## config.mk

```make
export PLATFORM = sky130hd
export DESIGN_NAME = ram_port_arbiter
export DESIGN_NICKNAME = d
export VERILOG_FILES = /design/src/rtl/ram_port_arbiter.sv
export SDC_FILE = /design/constraint.sdc
export NUM_CORES = 1
export LEC_CHECK = 0
export ABC_AREA = 1
export CORE_AREA = 2 2 84 66
export DETAILED_ROUTE_END_ITERATION = 8
export DIE_AREA = 0 0 86 68
export PLACE_DENSITY = 0.68
export SETUP_SLACK_MARGIN = 0.15
export SKIP_LAST_GASP = 1
export SYNTH_ARGS = -nofsm -noshare
export SYNTH_HDL_FRONTEND = slang
export SYNTH_SLANG_ARGS = --single-unit
```

## constraint.sdc

```tcl
create_clock -name clk -period 1.2 [get_ports clk]
set_clock_uncertainty 0.15 [all_clocks]
set_input_delay 0.24 -clock clk [delete_from_list [all_inputs] [get_ports clk]]
set_output_delay 0.24 -clock clk [all_outputs]
set_load 0.03 [all_outputs]
```

## src/rtl/ram_port_arbiter.sv

```systemverilog
// ram_port_arbiter
//   Round-robin arbiter that gives three requesters shared use of one port of
//   a 2**ADDR_W x DATA_W dual-port RAM. After reset it first writes zero to
//   every RAM location (INIT). It then grants at most one access per cycle
//   (RUN). All RAM-side outputs are registered.
//
//   Optional build macro: ARB_GRANT_CNT_EN adds saturating 8-bit per-requester
//   grant counters (grant_cnt0..2). Arbitration is the same in both builds.
//
// Ports
//   clk        system clock, rising edge
//   rst        synchronous active-high reset
//   req        per-requester request, bit i = requester i
//   req_we     per-requester write enable, valid while req[i] is high
//   req_addr   flattened addresses, requester i at [i*ADDR_W +: ADDR_W]
//   req_wdata  flattened write data, requester i at [i*DATA_W +: DATA_W]
//   ack        one-hot: requester i's access is on the RAM port this cycle
//   rvalid     one-hot: rdata holds requester i's read result
//   rdata      read data, taken straight from ram_dout
//   init_done  high once RAM clearing has finished
//   ram_we     RAM write enable (registered)
//   ram_addr   RAM address (registered)
//   ram_din    RAM write data (registered)
//   ram_dout   RAM registered read data
//   grant_cnt0..2 (ARB_GRANT_CNT_EN only) saturating ack counts per requester
module ram_port_arbiter #(
  parameter int ADDR_W = 4,
  parameter int DATA_W = 8
) (
  input  logic                  clk,
  input  logic                  rst,
  input  logic [2:0]            req,
  input  logic [2:0]            req_we,
  input  logic [3*ADDR_W-1:0]   req_addr,
  input  logic [3*DATA_W-1:0]   req_wdata,
  output logic [2:0]            ack,
  output logic [2:0]            rvalid,
  output logic [DATA_W-1:0]     rdata,
  output logic                  init_done,
  output logic                  ram_we,
  output logic [ADDR_W-1:0]     ram_addr,
  output logic [DATA_W-1:0]     ram_din,
  input  logic [DATA_W-1:0]     ram_dout
`ifdef ARB_GRANT_CNT_EN
  ,
  output logic [7:0]            grant_cnt0,
  output logic [7:0]            grant_cnt1,
  output logic [7:0]            grant_cnt2
`endif
);

  typedef enum logic {
    INIT = 1'b0,
    RUN  = 1'b1
  } state_t;

  state_t              state_q, state_d;
  logic [ADDR_W-1:0]   cnt_q, cnt_d;
  logic [1:0]          last_q, last_d;

  logic [2:0]          ack_d;
  logic [2:0]          rvalid_d;
  logic                init_done_d;
  logic                ram_we_d;
  logic [ADDR_W-1:0]   ram_addr_d;
  logic [DATA_W-1:0]   ram_din_d;

  logic                grant_valid;
  logic [1:0]          win;
  logic                sel_we;
  logic [ADDR_W-1:0]   sel_addr;
  logic [DATA_W-1:0]   sel_wdata;
  logic [2:0]          win_onehot;

  assign rdata = ram_dout;

  // Round-robin pick: search upward from last+1, wrapping modulo 3.
  always_comb begin
    grant_valid = |req;
    win         = 2'd0;
    case (last_q)
      2'd0:    win = req[1] ? 2'd1 : (req[2] ? 2'd2 : 2'd0);
      2'd1:    win = req[2] ? 2'd2 : (req[0] ? 2'd0 : 2'd1);
      default: win = req[0] ? 2'd0 : (req[1] ? 2'd1 : 2'd2);
    endcase
  end

  always_comb begin
    sel_we     = 1'b0;
    sel_addr   = '0;
    sel_wdata  = '0;
    win_onehot = '0;
    case (win)
      2'd0: begin
        sel_we     = req_we[0];
        sel_addr   = req_addr[0 +: ADDR_W];
        sel_wdata  = req_wdata[0 +: DATA_W];
        win_onehot = 3'b001;
      end
      2'd1: begin
        sel_we     = req_we[1];
        sel_addr   = req_addr[ADDR_W +: ADDR_W];
        sel_wdata  = req_wdata[DATA_W +: DATA_W];
        win_onehot = 3'b010;
      end
      default: begin
        sel_we     = req_we[2];
        sel_addr   = req_addr[2*ADDR_W +: ADDR_W];
        sel_wdata  = req_wdata[2*DATA_W +: DATA_W];
        win_onehot = 3'b100;
      end
    endcase
  end

  // Next-state and next-output logic; every output register is loaded from
  // here so the RAM port sees clean registered signals.
  always_comb begin
    state_d     = state_q;
    cnt_d       = cnt_q;
    last_d      = last_q;
    ack_d       = '0;
    rvalid_d    = '0;
    init_done_d = init_done;
    ram_we_d    = 1'b0;
    ram_addr_d  = ram_addr;
    ram_din_d   = ram_din;

    case (state_q)
      INIT: begin
        ram_we_d    = 1'b1;
        ram_din_d   = '0;
        ram_addr_d  = cnt_q;
        cnt_d       = cnt_q + 1'b1;
        init_done_d = 1'b0;
        if (cnt_q == '1) begin
          state_d = RUN;
        end
      end
      default: begin
        init_done_d = 1'b1;
        // Read result appears one cycle after the access; writes are masked
        // using the ram_we that went out with that access.
        rvalid_d    = ack & {3{~ram_we}};
        if (grant_valid) begin
          ram_we_d   = sel_we;
          ram_addr_d = sel_addr;
          ram_din_d  = sel_wdata;
          ack_d      = win_onehot;
          last_d     = win;
        end
      end
    endcase
  end

  always_ff @(posedge clk) begin
    if (rst) begin
      state_q   <= INIT;
      cnt_q     <= '0;
      last_q    <= 2'd2;
      ack       <= '0;
      rvalid    <= '0;
      init_done <= 1'b0;
      ram_we    <= 1'b0;
      ram_addr  <= '0;
      ram_din   <= '0;
    end else begin
      state_q   <= state_d;
      cnt_q     <= cnt_d;
      last_q    <= last_d;
      ack       <= ack_d;
      rvalid    <= rvalid_d;
      init_done <= init_done_d;
      ram_we    <= ram_we_d;
      ram_addr  <= ram_addr_d;
      ram_din   <= ram_din_d;
    end
  end

`ifdef ARB_GRANT_CNT_EN
  logic grant_run;
  assign grant_run = (state_q == RUN) && grant_valid;

  always_ff @(posedge clk) begin
    if (rst) begin
      grant_cnt0 <= '0;
      grant_cnt1 <= '0;
      grant_cnt2 <= '0;
    end else if (grant_run) begin
      if (win == 2'd0 && grant_cnt0 != '1) grant_cnt0 <= grant_cnt0 + 8'd1;
      if (win == 2'd1 && grant_cnt1 != '1) grant_cnt1 <= grant_cnt1 + 8'd1;
      if (win == 2'd2 && grant_cnt2 != '1) grant_cnt2 <= grant_cnt2 + 8'd1;
    end
  end
`endif

endmodule
```

==> results of run 1 <==
[cells in the final DEF (no fill, tap or decap), types with 2 or more instances in the layout]
cell,netlist,routed
dfxtp_1,27,3
nand3_1,8,4
inv_2,3,8
dlygate4sd2_1,0,3
buf_6,1,25
a21oi_2,0,5
nor2_4,2,3
nor2_1,14,9
buf_4,9,13
inv_1,32,25
nand3_2,5,9
o21ai_1,0,4
nand2_4,1,4
nand2_1,62,52
nor2_2,0,4
nor3_1,4,2
a21oi_1,12,7
nand2_2,10,17
dfxtp_4,0,2
nor3_2,1,2
clkdlybuf4s50_1,0,39
clkbuf_8,0,3
dfxtp_2,0,22
o21ai_0,16,12
buf_12,0,3
[worst min path at each step]
stage                                  from                      to  slack (ps)  cells past startpoint
final                                   rst  last_q[0]$_SDFFE_PP0P_         150                      3
after global routing                    rst  last_q[0]$_SDFFE_PP0P_         150                      3
after CTS                 ack[0]$_SDFF_PP0_    rvalid[0]$_SDFF_PP0_         290                      2
after detailed placement  ack[1]$_SDFF_PP0_    rvalid[1]$_SDFF_PP0_         290                      2
after global placement    ack[1]$_SDFF_PP0_    rvalid[1]$_SDFF_PP0_         280                      2
after floorplan                         rst  last_q[0]$_SDFFE_PP0P_         160                      1
[critical path, delay by kind of cell (launching register included)]
kind                   cells  cell delay [ps]
buffers and inverters      3              300
DFF                        1              350
and+or+nand+nor            8              520
[routing by layer]
| metal | part of all wire, % | GRT usage [%] | vias up |
|---|---|---|---|
| met4 | 0.48 | 2.58 | 0 |
| li1 | - | - | 804 |
| met5 | 0 | 0 | - |
| met1 | 47 | 18.5 | 632 |
| met2 | 46 | 23.9 | 47 |
| met3 | 7.2 | 4.46 | 2 |
[cell type report]
cell class,instances,area (um2),share of cell area [%]
Timing Repair Buffer,84,868,34.1
Multi-Input combinational cell,139,832,32.7
Sequential cell,27,576,22.6
Inverter,35,144,5.65
Tap cell,62,77.6,3.05
Clock buffer,3,41.3,1.62
Clock inverter,1,7.51,0.295
[timing repair]
action,4_1_cts,5_1_grt
buffers inserted,2,1
pin swaps,7,13
endpoints found under the setup margin,47,46
gates resized for setup,64,29
[sequential cells by signal (all words and copies together), names as in the netlist]
| register | flops |
|---|---|
| cnt_q | 4 |
| ram_din | 8 |
| ack | 3 |
| init_done | 1 |
| state_q | 1 |
| ram_addr | 4 |
| last_q | 2 |
| rvalid | 3 |
| ram_we | 1 |
[synth_stat cells]
cell	count	area share (%)
clkbuf_2	1	0.34
nor2_4	2	1.5
nand2_1	62	16
ha_1	1	0.85
buf_4	9	4.6
o21ai_0	16	5.5
a21oi_1	12	4.1
nand3_1	8	2.7
nand2_4	1	0.77
buf_2	2	0.68
inv_1	32	8.2
nor3_2	1	0.68
buf_6	1	0.77
nor3_1	4	1.4
o41ai_1	1	0.60
inv_2	3	0.77
nand2_2	10	4.3
nand3_4	1	1.2
nor2_1	14	3.6
dfxtp_1	27	37
nand3_2	5	3.4
a211oi_1	1	0.51
buf_8	1	1.0
[cells by family after synthesis]
logic type,Yosys count
buffers and inverters,49
AO/OA/AOI/OAI,30
adder cells (fa/ha/maj),1
flip-flops,27
AND/OR/NAND/NOR,108
[report_power, final]
group / total, mW / leakage, nW / internal (mW) / switching (mW)
combinational: 0.451 / 1.02 / 0.257 / 0.193
sequential: 0.929 / 0.230 / 0.912 / 0.0174
clock: 0.537 / 0.0217 / 0.236 / 0.301
[metrics by stage]
stage	setup TNS [ps]	setup slack [ps]	cells	instance area (um2)
global placement	-11250	-608	344	2220
detailed placement	-11670	-617	344	2220
CTS	-2530	-207	350	2460
finish	-2290	-213	351	2550
floorplan	-321	-40.7	215	1500
global route	-3920	-297	351	2550
==> flow_metrics.tcl, run 1 <==
set metrics [dict create \
    clock_path_buffers 2 \
    clk_pin_slew_ps 100 \
    setup_viol 14 \
    max_freq_ghz 0.708 \
    drv_cap 0 \
    core_um2 5090 \
    grt_pass1_wl_mm 6.54 \
    cp-startpoint "last_q[0]$_SDFFE_PP0P_" \
    finalCritPeriodShare_pct 118 \
    fill_cells 499 \
    cts_inserted_buffers 3 \
    worstSkewPairLatency_ps 280 \
    reg2reg_slack_ps -210 \
    synthDistinctLibCells 23 \
    cts_hold_buffers 0 \
    worst_slew_pin_slew_ps 239 \
    h-tree-depth 1 \
    fin_crit_ps 1410 \
    detail-route-antenna-nets 0 \
    grt_max_degree 17 \
    fin_ws_ps -213 \
    violations "setup timing" \
    antenna_cells 0 \
    slowest_delay_ps 350 \
    rows 23 \
    chipHeight_um 68 \
    syn_inst 215 \
    avgSynthCellArea_um2 6.83 \
    path_cells "inv_2, nor2_2, nand2_2, nand3_4, buf_4, nand2_1, nand2_1, inv_1, nand2_1, nand2_1, nand2_1" \
    cts_tree "yes" \
    crit_type "flip-flop to flip-flop" \
    worst_setup_path_end_kind "flip-flop" \
    muxShareOfSynthArea_pct 0 \
    syn_area_um2 1470 \
    path_max_fanout 6 \
    synthAdderAreaFrac_pct 0.852 \
    ios 80 \
    drt-vias-per-instance 4.23 \
    nets 343 \
    seq_area_frac_synth_pct 36.8 \
    worst_setup_path_start_kind "flip-flop" \
    r2r-end "ram_addr[3]$_SDFFE_PP0P_" \
    wl_per_cell_um 11.2 \
    dp_hpwl_mm 3.05 \
    ir_worst_vdd_mv 0.407 \
    grt-ovfl-total 0 \
    cp_data_required_time_ps 1240 \
    report.power.total_mw 1.92 \
    slowest_stage "dfxtp_2" \
    r2r_cells 11 \
    holdWs_ps 146 \
    status "finished with violations" \
    synth-seq-cells 27 \
    hold_violations 0 \
    grt_pass1_vias 1417 \
    path_common_cell "nand2_1" \
    groute.usage.overall_pct 14.3 \
    yosys_warnings 0 \
    fin_util_pct 50.0 \
    clock-sinks 27 \
    final_max_slew_viol_count 0 \
    crit_arrival_ps 1450 \
    initial_utilization_pct 28.8 \
    die-area_um2 5850 \
    root_buffer "clkbuf_8" \
    synth_compound_area_share_pct 10.6 \
    synth-xor-area-share_pct 0 \
    antenna_found_initial 0 \
    drive_gt1_share_pct 43.9 \
    io_buffer_count 63 \
    crit_path_end "ram_addr[3]$_SDFFE_PP0P_" \
    synth_simple_gate_area_share_pct 35.3 \
    dr_total_vias 1485 \
    area_growth_pct 73.3 \
    first_pass_iters 4 \
    drt_drc_violations_left 0 \
    powerDensity_nw_per_um2 753 \
    routed_wl_mm 3.95 \
    leakage_nw 1.27 \
    worstReg2RegStart "last_q[0]$_SDFFE_PP0P_" \
    dr.first_iter.drc_count 40 \
    synth_fp_nets 268 \
    hold_path.class "input pin to flip-flop" \
    rsz0062_at_grt "yes" \
    synth_top_family_by_area "simple AND/OR/NAND/NOR gates" \
    die_x_um 86 \
    slew_headroom_pct 84.0 \
    place_congestion 0.759 \
]
(Power assumes the default switching activity.)
==> run 2, diff against run 1 <==
--- a/config.mk
+++ b/config.mk
@@ -9,7 +9,7 @@
 export CORE_AREA = 2 2 84 66
 export DETAILED_ROUTE_END_ITERATION = 8
 export DIE_AREA = 0 0 86 68
-export PLACE_DENSITY = 0.68
+export PLACE_DENSITY = 0.65
 export SETUP_SLACK_MARGIN = 0.15
 export SKIP_LAST_GASP = 1
 export SYNTH_ARGS = -nofsm -noshare
==> constraint.sdc (replaced) <==
create_clock -name clk -period 1.6 [get_ports clk]
set_clock_uncertainty 0.15 [all_clocks]
set_input_delay 0.32 -clock clk [delete_from_list [all_inputs] [get_ports clk]]
set_output_delay 0.32 -clock clk [all_outputs]
set_load 0.03 [all_outputs]
==> run 2 against run 1 <==
  * The run now ends clean
  * Combinational power is 30% lower
  * Cell area down 9.2%
  * Routed wire length decreased by 0.28%
  * Power is 27% lower
  * Clock power decreased by 27%
  * Via count grew 0.61%
  * Final cell count is 0.85% lower
  * First-iteration DRC count increased by 7.5%
  * Flip-flop and latch count is the same
  * Setup slack improved by 420 ps
==> flow_metrics.tcl, run 2 (synthesis results as in run 1) <==
set metrics [dict create \
    status "finished clean" \
    h-tree-depth 1 \
    fin_ws_ps 203 \
    worstSetupPathDepth 1 \
    worst_setup_path_end_kind "primary output" \
    chipHeight_um 68 \
    slowest_delay_ps 350 \
    holdWs_ps 303 \
    mostFrequentLayoutCells "nand2_1 (58), clkdlybuf4s50_1 (40), inv_1 (29)" \
    ios 80 \
    seqPwrFrac_pct 49.4 \
    rsz0062_at_grt "yes" \
    antenna_found_initial 0 \
    drt_drc_violations_left 0 \
    ir_worst_vdd_mv 0.261 \
    worstReg2RegStart "last_q[0]$_SDFFE_PP0P_" \
    slowest_stage "dfxtp_1" \
    crit_arrival_ps 930 \
    tns_ps 0 \
    worst_setup_path_start_kind "flip-flop" \
    first_pass_iters 4 \
    hold_path.class "flip-flop to flip-flop" \
    powerDensity_nw_per_um2 603 \
    cts_inserted_buffers 3 \
    cp_top_family "flip-flops" \
    worst-path-buf-inv 1 \
    r2r_cells 9 \
    nets 340 \
    core_um2 5090 \
    drv_cap 0 \
    report.power.total_mw 1.39 \
    post_dp_cell_area_um2 2230 \
    rows 23 \
    root_buffer "clkbuf_8" \
    use_met2_pct 22.3 \
    clk_pin_slew_ps 90 \
    fin_crit_ps 1400 \
    die-area_um2 5850 \
    wl_per_cell_um 11.3 \
    hold_violations 0 \
    path_cells "clkdlybuf4s15_2" \
    place_congestion 0.820 \
    drive_gt1_share_pct 28.7 \
    grt-ovfl-total 0 \
    clkPwrFrac_pct 28.0 \
    grt_pass1_vias 1375 \
    cp_data_required_time_ps 1130 \
    dr.first_iter.drc_count 43 \
    switching_share_pct 25.5 \
    grt_max_degree 16 \
    fill_cells 535 \
    p_int_mw 1.04 \
    final_max_slew_viol_count 0 \
    seqCellArea_um2 544 \
    crit_path_end "ram_addr[2]" \
    switching_power_mw 0.356 \
    setup_viol 0 \
    path_max_fanout 2 \
    leakage_nw 1.13 \
    clock_path_buffers 2 \
    finalCritPeriodShare_pct 87.3 \
    routed_wl_mm 3.94 \
    initial_utilization_pct 28.8 \
    cts_tree "yes" \
    groute.usage.overall_pct 13.8 \
    crit_type "flip-flop to primary output" \
    area_growth_pct 57.3 \
    post-place-ws_ps -323 \
    largest_register_ff_count 8 \
    dp_hpwl_mm 3.14 \
    drt-vias-per-instance 4.29 \
    largest_register "ram_din" \
    fin_area_um2 2310 \
    r2r-end "ram_din[1]$_SDFFE_PP0N_" \
    io_buffer_count 63 \
    worstSkewPairLatency_ps 270 \
    clock-sinks 27 \
    dr_total_vias 1494 \
    slew_headroom_pct 84.5 \
    multi_input_area_um2 729 \
    antenna_cells 0 \
    max_freq_ghz 0.716 \
    worst_slew_pin_slew_ps 230 \
    cp-startpoint "ram_addr[2]$_SDFFE_PP0P_" \
    die_x_um 86 \
    grtUsageMet3_pct 4.58 \
    final_common_cell "nand2_1" \
    reg2reg_slack_ps 240 \
    grt.busiest_layer "met2" \
    detail-route-antenna-nets 0 \
    largestRegisters "ram_din (8), cnt_q (4), ram_addr (4)" \
    combPwrFrac_pct 22.6 \
    gr-usage-met1_pct 18.3 \
    grt_pass1_wl_mm 6.25 \
]
run 2: power by group through the flow:
stage | Sequential (mW) | Combinational [mW] | Clock [mW]
after detailed placement | 0.706 | 0.304 | 0
final | 0.689 | 0.314 | 0.390
after floorplan | 0.717 | 0.155 | 0
after CTS | 0.691 | 0.306 | 0.403
after global placement | 0.706 | 0.301 | 0
after global routing | 0.691 | 0.343 | 0.432
run 2: metal layers:
metal	wire, um	part of all wire [%]
met3	280	7.1
met1	1890	48
met5	0	0
met4	25	0.64
met2	1740	44
run 2: area by class of cell:
| type | count | share of cell area (%) |
|---|---|---|
| timing repair buffer | 81 | 33.7 |
| multi-input combinational | 139 | 31.6 |
| sequential | 27 | 23.6 |
| inverter | 35 | 5.79 |
| tap | 62 | 3.36 |
| clock buffer | 3 | 1.79 |
| clock inverter | 1 | 0.217 |
run 2: worst min path at each step:
| stage | startpoint | endpoint | slack [ps] | cells after the start |
|---|---|---|---|---|
| after floorplan | rst | last_q[0]$_SDFFE_PP0P_ | 250 | 1 |
| after global placement | cnt_q[3]$_SDFFE_PP0N_ | cnt_q[3]$_SDFFE_PP0N_ | 280 | 1 |
| after detailed placement | ack[2]$_SDFF_PP0_ | rvalid[2]$_SDFF_PP0_ | 290 | 2 |
| after CTS | ack[2]$_SDFF_PP0_ | rvalid[2]$_SDFF_PP0_ | 310 | 2 |
| after global routing | ack[2]$_SDFF_PP0_ | rvalid[2]$_SDFF_PP0_ | 320 | 2 |
| final | ack[2]$_SDFF_PP0_ | rvalid[2]$_SDFF_PP0_ | 300 | 2 |
run 2: what timing repair did:
action	4_1_cts	5_1_grt
hold buffers	0	0
pin swaps	2	3
resized for setup	64	29
setup endpoints to repair	35	20
buffers inserted	0	1
run 2: metrics by stage:
step / util (%) / cells
2_1_floorplan: - / 215
4_1_cts: 45.4 / 347
3_5_place_dp: 43.8 / 343
3_3_place_gp: 43.8 / 343
6_report: 45.4 / 348
5_1_grt: 45.4 / 348
